### src/rtl/fetch_queue_unit.sv
// Fetch stage: owns the PC, drives a 1-cycle-latency imem, and buffers {pc, inst} for decode.
// Optional perf counters (perf_fetched/perf_flushed) are enabled by defining FETCH_PERF_COUNTERS_EN.
`ifndef PC_RESET
`define PC_RESET 32'h0000_0000
`endif

module fetch_queue_unit #(
  parameter int          IMEM_AWIDTH = 32,
  parameter logic [31:0] RESET_PC    = `PC_RESET,
  parameter int          BUF_DEPTH   = 2,
  parameter int          PERF_CW     = 32
) (
  input  logic                   clk,
  input  logic                   rst,
  output logic [IMEM_AWIDTH-1:0] imem_addr,
  output logic                   imem_re,
  input  logic [31:0]            imem_inst,
  input  logic                   redirect_valid,
  input  logic [31:0]            redirect_pc,
  output logic                   out_valid,
  input  logic                   out_ready,
  output logic [31:0]            out_pc,
  output logic [31:0]            out_inst,
  input  logic [2:0]             immediate_select,
  output logic [31:0]            immediate_out
`ifdef FETCH_PERF_COUNTERS_EN
  ,
  output logic [PERF_CW-1:0]     perf_fetched,
  output logic [PERF_CW-1:0]     perf_flushed
`endif
);

  localparam int PW = $clog2(BUF_DEPTH);
  localparam int CW = PW + 1;

  function automatic logic [31:0] imm_decode(input logic [31:0] inst, input logic [2:0] sel);
    logic [31:0] imm;
    case (sel)
      3'd0:    imm = {{20{inst[31]}}, inst[31:20]};
      3'd1:    imm = {{20{inst[31]}}, inst[31:25], inst[11:7]};
      3'd2:    imm = {{19{inst[31]}}, inst[31], inst[7], inst[30:25], inst[11:8], 1'b0};
      3'd3:    imm = {inst[31:12], 12'h000};
      3'd4:    imm = {{11{inst[31]}}, inst[31], inst[19:12], inst[20], inst[30:21], 1'b0};
      default: imm = 32'h0000_0000;
    endcase
    return imm;
  endfunction

  logic [31:0]   r_fetch_pc;
  logic [31:0]   r_resp_pc;
  logic          r_inflight;
  logic [31:0]   r_fifo_pc   [BUF_DEPTH];
  logic [31:0]   r_fifo_inst [BUF_DEPTH];
  logic [PW-1:0] r_rd_ptr;
  logic [PW-1:0] r_wr_ptr;
  logic [CW-1:0] r_count;

  logic          w_pop;
  logic          w_push;
  logic          w_issue;
  logic [31:0]   w_target;
  logic [31:0]   w_issue_pc;
  logic [CW:0]   w_occ;
  logic [CW:0]   w_lim;

  assign out_valid = (r_count != '0);
  assign w_pop     = out_valid && out_ready;
  assign w_target  = redirect_pc & 32'hFFFF_FFFC;
  // A response returning in a redirect cycle belongs to the old path and is dropped.
  assign w_push    = r_inflight && !redirect_valid;

  // Issue decision: a slot must exist for every outstanding response.
  always_comb begin
    w_occ      = {1'b0, r_count} + {{CW{1'b0}}, r_inflight};
    w_lim      = (CW + 1)'(BUF_DEPTH) + {{CW{1'b0}}, w_pop};
    w_issue    = !rst && (redirect_valid || (w_occ < w_lim));
    w_issue_pc = redirect_valid ? w_target : r_fetch_pc;
    imem_re    = w_issue;
    if (rst) begin
      imem_addr = RESET_PC[IMEM_AWIDTH-1:0];
    end else begin
      imem_addr = w_issue_pc[IMEM_AWIDTH-1:0];
    end
  end

  // PC, in-flight tracking and FIFO pointers.
  always_ff @(posedge clk) begin
    if (rst) begin
      r_fetch_pc <= RESET_PC;
      r_resp_pc  <= RESET_PC;
      r_inflight <= 1'b0;
      r_rd_ptr   <= '0;
      r_wr_ptr   <= '0;
      r_count    <= '0;
    end else if (redirect_valid) begin
      r_fetch_pc <= w_target + 32'd4;
      r_resp_pc  <= w_target;
      r_inflight <= 1'b1;
      r_rd_ptr   <= '0;
      r_wr_ptr   <= '0;
      r_count    <= '0;
    end else begin
      if (w_push) begin
        r_wr_ptr <= r_wr_ptr + PW'(1);
      end
      if (w_pop) begin
        r_rd_ptr <= r_rd_ptr + PW'(1);
      end
      r_count <= r_count + CW'(w_push) - CW'(w_pop);
      if (w_issue) begin
        r_fetch_pc <= r_fetch_pc + 32'd4;
        r_resp_pc  <= r_fetch_pc;
        r_inflight <= 1'b1;
      end else begin
        r_inflight <= 1'b0;
      end
    end
  end

  // FIFO storage; contents are qualified by r_count so no reset is needed.
  always_ff @(posedge clk) begin
    if (!rst && w_push) begin
      r_fifo_pc[r_wr_ptr]   <= r_resp_pc;
      r_fifo_inst[r_wr_ptr] <= imem_inst;
    end
  end

  assign out_pc        = out_valid ? r_fifo_pc[r_rd_ptr]   : 32'h0000_0000;
  assign out_inst      = out_valid ? r_fifo_inst[r_rd_ptr] : 32'h0000_0000;
  assign immediate_out = imm_decode(out_inst, immediate_select);

`ifdef FETCH_PERF_COUNTERS_EN
  function automatic logic [PERF_CW-1:0] sat_add(input logic [PERF_CW-1:0] a, input logic [CW:0] b);
    logic [PERF_CW:0] s;
    s = {1'b0, a} + (PERF_CW + 1)'(b);
    return s[PERF_CW] ? {PERF_CW{1'b1}} : s[PERF_CW-1:0];
  endfunction

  logic [CW:0] w_flush_n;
  // An entry popped in the redirect cycle was handed off, so it is not counted as flushed.
  assign w_flush_n = {1'b0, r_count} - {{CW{1'b0}}, w_pop} + {{CW{1'b0}}, r_inflight};

  // Saturating performance counters.
  always_ff @(posedge clk) begin
    if (rst) begin
      perf_fetched <= '0;
      perf_flushed <= '0;
    end else begin
      if (w_pop) begin
        perf_fetched <= sat_add(perf_fetched, (CW + 1)'(1));
      end
      if (redirect_valid) begin
        perf_flushed <= sat_add(perf_flushed, w_flush_n);
      end
    end
  end
`endif

endmodule

### config.mk
export PLATFORM = sky130hd
export DESIGN_NAME = fetch_queue_unit
export DESIGN_NICKNAME = d
export VERILOG_FILES = /design/src/rtl/fetch_queue_unit.sv
export SDC_FILE = /design/constraint.sdc
export NUM_CORES = 1
export LEC_CHECK = 0
export BUFFER_PORTS_ARGS = -buffer_cell sky130_fd_sc_hd__buf_4
export CORE_UTILIZATION = 45
export CTS_CLUSTER_DIAMETER = 100
export DETAILED_ROUTE_END_ITERATION = 10
export PLACE_DENSITY = 0.68
export RECOVER_POWER = 25
export SLEW_MARGIN = 25
export SYNTH_ARGS = -nofsm -noshare
export SYNTH_HDL_FRONTEND = slang
export SYNTH_SLANG_ARGS = --single-unit
export TNS_END_PERCENT = 5
### constraint.sdc
create_clock -name clk -period 5.7 [get_ports clk]
set_clock_uncertainty 0.2 [all_clocks]
set_input_delay 1.14 -clock clk [delete_from_list [all_inputs] [get_ports clk]]
set_output_delay 1.14 -clock clk [all_outputs]
set_load 0.1 [all_outputs]
After elaboration in Yosys (flattened, before gate mapping)
Memories as Yosys holds them, arrays and structs flattened. A register that Yosys moved wholly into a read port is not among the register bits.
Cells that the tools add are included.

word-level totals
  input port bits = 71
  output and inout bits = 130
  bits in registers = 69
  bits in writable memories = 128
  memories = 2

operators by class
  add/sub/neg operators = 8
  magnitude comparators = 1
  equal/unequal tests = 4
  mux-type cells = 17
  reduce and logical (&&, ||, !) cells = 11

memory list
  memory       words  bits a word  read ports  clocked after memory_dff  wr ports  RTL line  source
  r_fifo_inst  2      32           1           1                         1         53        logic [31:0] r_fifo_inst [BUF_DEPTH];
  r_fifo_pc    2      32           1           1                         1         52        logic [31:0] r_fifo_pc [BUF_DEPTH];

operators with widths
  kind                     count
  $mux W32                 8
  $pmux W32 S5             1
  $add A32 B3 Y32 const B  2
  $mux W1                  8
  $eq A3 B2 Y1 const B     2
  $logic_and A1 B1 Y1      4
  $reduce_bool A2 Y1       2
  $add A2 B1 Y3            1
  $add A2 B1 Y3 const A    1
  $eq A3 B1 Y1 const B     1
  $eq A3 B3 Y1 const B     1
  $logic_not A3 Y1         1
  $lt A3 B3 Y1             1
  $add A1 B1 Y1 const B    2
  $add A2 B1 Y2            1
  $logic_not A1 Y1         2
  $reduce_or A2 Y1         1
  $sub A2 B1 Y2            1
  $logic_or A1 B1 Y1       1

Depth between registers and ports, before layout
  word-level depth = 8
  gate-level depth with buffers = 13
  gate-level depth less buffers = 8

Worst setup path after synthesis
Ideal clock, no wire load.

  path kind = register to output
  from = register (tool-made name)
  to = output immediate_out[0]
  path slack = -0.130 ns
  cell stages (with the launch flop) = 7
  required time = 4.360 ns
  buffers on the path = 2
  arrival time = 4.490 ns
  cells stage by stage = dfxtp_1 > clkbuf_1 > buf_2 > mux2i_1 > nor2_1 > a21oi_1 > nor3_1

RTL lines
  item           RTL line  source
  end, declared  25        output logic [31:0] immediate_out

Worst setup path after layout
  from = input redirect_valid
  to = output imem_addr[30]

on the way
  longest elaborated chain between the ends = 2

ends and longest elaborated chain
  item             RTL line  source
  start, declared  18        input logic redirect_valid,
  $mux W32         77        w_issue_pc = redirect_valid ? w_target : r_fetch_pc;
  $mux W32         79        if (rst) begin
  end, declared    15        output logic [IMEM_AWIDTH-1:0] imem_addr,

Every way passes these cells.

==> impl_metrics.csv <==
group,metric,value,unit
synth,synth_area_leader_cell,"edfxtp_1",
sta,maxSlewViolCount,0,
grt,gr-total-overflow,0,
pwr,ir_drop,226,uV
synth,yosys_warnings,0,
die,core,20200,um^2
grt,grt_use_total,21.3,%
route,viasPerCell,5.34,
setup_path,required,4.36,ns
sta,max_freq,0.233,GHz
setup_path,crit_start,"redirect_valid",
sta,worst_slew_margin_rel,39.1,%
final_layout,area_delta_synth_final,24.1,%
synth,yosysMostFrequentCell,"nor2_1",
die,start_util,46.0,%
setup_path,arrival,2.96,ns
synth,synth_seq_area_share,54.1,%
placement,port_buffers,194,
sta,worst_slew_pin_slew,0.914,ns
synth,ys_ff_latch,190,
die,boundaryPins,201,
route,ant_nets,0,
synth,yosys.area.top_type_share,40.0,%
route,wl_per_cell,17.0,um
clock_tree,clockBufferDepth,2,
sta,fin_crit,4.30,ns
placement,routabilityCongestion,0.905,
clock_tree,postCtsHoldBufs,0,
sta,setup_violations,0,
grt,grt_pass1_wl,35500,um
route,drt_pass1_iterations,5,
sta,rsz0062_at_grt,"no",
grt,grt_pass1_vias,6405,
die,die_area,21300,um^2
die,fp-row-count,52,
synth,syn-cell-area,9320,um^2
placement,dp_hpwl,16100,um
synth,synth_edf_count,124,
final_layout,diodes,0,
synth,synth_cells,871,
synth,async_flop_share,0,%
clock_tree,cts.sinks,190,
setup_path,path_max_fanout,80,
final_layout,drive_above_1_share,25.8,%
final_layout,nets,1120,
pwr,leakagePower,4.58,nW
route,drt-initial-drc-count,389,
synth,synth.area.top_cells,"edfxtp_1 (40%), dfxtp_1 (14%), mux2i_1 (8.7%)",
route,drcViolationCount,0,
synth,synth_top_flop_cell,"edfxtp_1",
clock_tree,cts_tree,"built",
job,drv_cap,0,
synth,synth_common_cells,"nor2_1 (131), edfxtp_1 (124), nand2_1 (84), mux2i_1 (81), dfxtp_1 (66)",
clock_tree,cts-htree-levels,4,
setup_path,r2r-start,"r_fetch_pc[2]$_SDFFE_PP0P_",
clock_tree,root_buffer,"clkbuf_16",
clock_tree,cts_resized,0,
setup_path,start_kind,"primary input",
sta,fin_setup_tns,0,ns
hold_path,hp-class,"reg -> reg",
pwr,powerDensity,294,nW/um^2
clock_tree,cts_setup_buffers,0,
die,die_y,146,um
hold_path,hp-start,"r_resp_pc[14]$_SDFFE_PP0P_",
setup_path,cp-end-kind,"output pin",
clock_tree,cts_buffers,17,
route,routed-via-count,7082,
sta,fin_ws,1.40,ns
sta,period_share,75.4,%
placement,place_ws,1.42,ns
grt,grt_max_degree,81,
clock_tree,path_clk_slew,0.07,ns
synth,avgSynthCellArea,10.7,um^2
grt,antenna_found_initial,0,
synth,synth_cell_types,62,
setup_path,path_class,"in -> out",
route,wl,22600,um
outcome,status,"completed",
clock_tree,insertion_delay,0.44,ns
die,die_x,146,um
sta,finalHoldViolCount,0,
[registers in the layout, indices dropped and copies added (netlist names), named ones only]
signal and flops:
r_count 2, r_fifo_pc 60, r_wr_ptr 1, r_resp_pc 30
r_fetch_pc 30, r_fifo_inst 64, r_inflight 1, r_rd_ptr 1
[placed cells by master, fill, tap and decap left out, types with 14 or more instances in the layout]
master / Yosys / final
o21ai_0: 27 / 27
dfxtp_1: 66 / 65
buf_4: 6 / 184
xnor2_1: 26 / 26
mux2i_1: 81 / 81
a211oi_1: 27 / 27
clkbuf_16: 0 / 17
nand3_1: 31 / 31
nand2_1: 84 / 83
inv_1: 21 / 21
edfxtp_1: 124 / 124
xor2_1: 19 / 19
nor2_1: 131 / 129
clkbuf_4: 0 / 19
a21oi_1: 28 / 28
nand3b_1: 14 / 14
[power by group]
part	internal [W]	total, W	switching, W
clock	0.000602	0.00120	0.000595
combinational	0.000162	0.000642	0.000479
sequential	0.00152	0.00156	0.0000437
total	0.00228	0.00340	0.00112
[final timing paths]
check,endpoint,slack (ns),cells past startpoint
setup / recovery,imem_addr[30],1.40,5
setup reg to reg,r_fetch_pc[26]$_SDFFE_PP0P_,3.05,8
hold reg to reg,r_fifo_pc[0][14]$_DFFE_PP_,0.26,0
hold / removal,r_fifo_pc[0][14]$_DFFE_PP_,0.26,0
[layout make-up]
type | instances | area, um^2
flip-flops and latches | 190 | 5050
clock buffers | 17 | 425
well taps | 270 | 338
repair buffers | 210 | 1550
fillers | 1777 | 8670
inverters | 21 | 78.8
clock inverters | 15 | 191
multi-input cells | 604 | 3930
[worst max-delay path, cell delays in order]
cell and delay (ns):
buf_4 0.59, buf_4 0.43, mux2i_1 0.39, nor2_1 0.10, buf_4 0.27
[per-layer routing]
metal,GRT usage (%),vias to the layer above,share of wire [%],wire length [um]
met5,0,-,0,0
met4,5.74,0,1.2,265
met3,3.89,20,7.0,1570
met2,34.1,261,47,10600
met1,29.7,3326,45,10200
li1,-,3475,-,-
[logic make-up after synthesis]
family | after synthesis | synth area share (%)
buf+inv | 80 | 4.03
compound gates | 146 | 11.0
fa+ha+maj | 5 | 0.672
simple gates | 312 | 15.8
mux | 92 | 10.0
other cells | 1 | 0.0403
xor+xnor | 45 | 4.23
flops | 190 | 54.1
[per-stage QoR]
step / total power, W / util, % / hold slack (ns) / area, um^2 / std cells
2_1_floorplan: 0.00207 / - / 0.225 / 9330 / 874
3_3_place_gp: 0.00223 / 54.2 / 0.234 / 11000 / 1295
6_report: 0.00340 / 57.1 / 0.265 / 11600 / 1327
3_5_place_dp: 0.00224 / 54.2 / 0.246 / 11000 / 1295
5_1_grt: 0.00351 / 57.1 / 0.271 / 11600 / 1327
4_1_cts: 0.00343 / 57.3 / 0.263 / 11600 / 1327
Note: power is estimated with default switching activity, not from simulation.
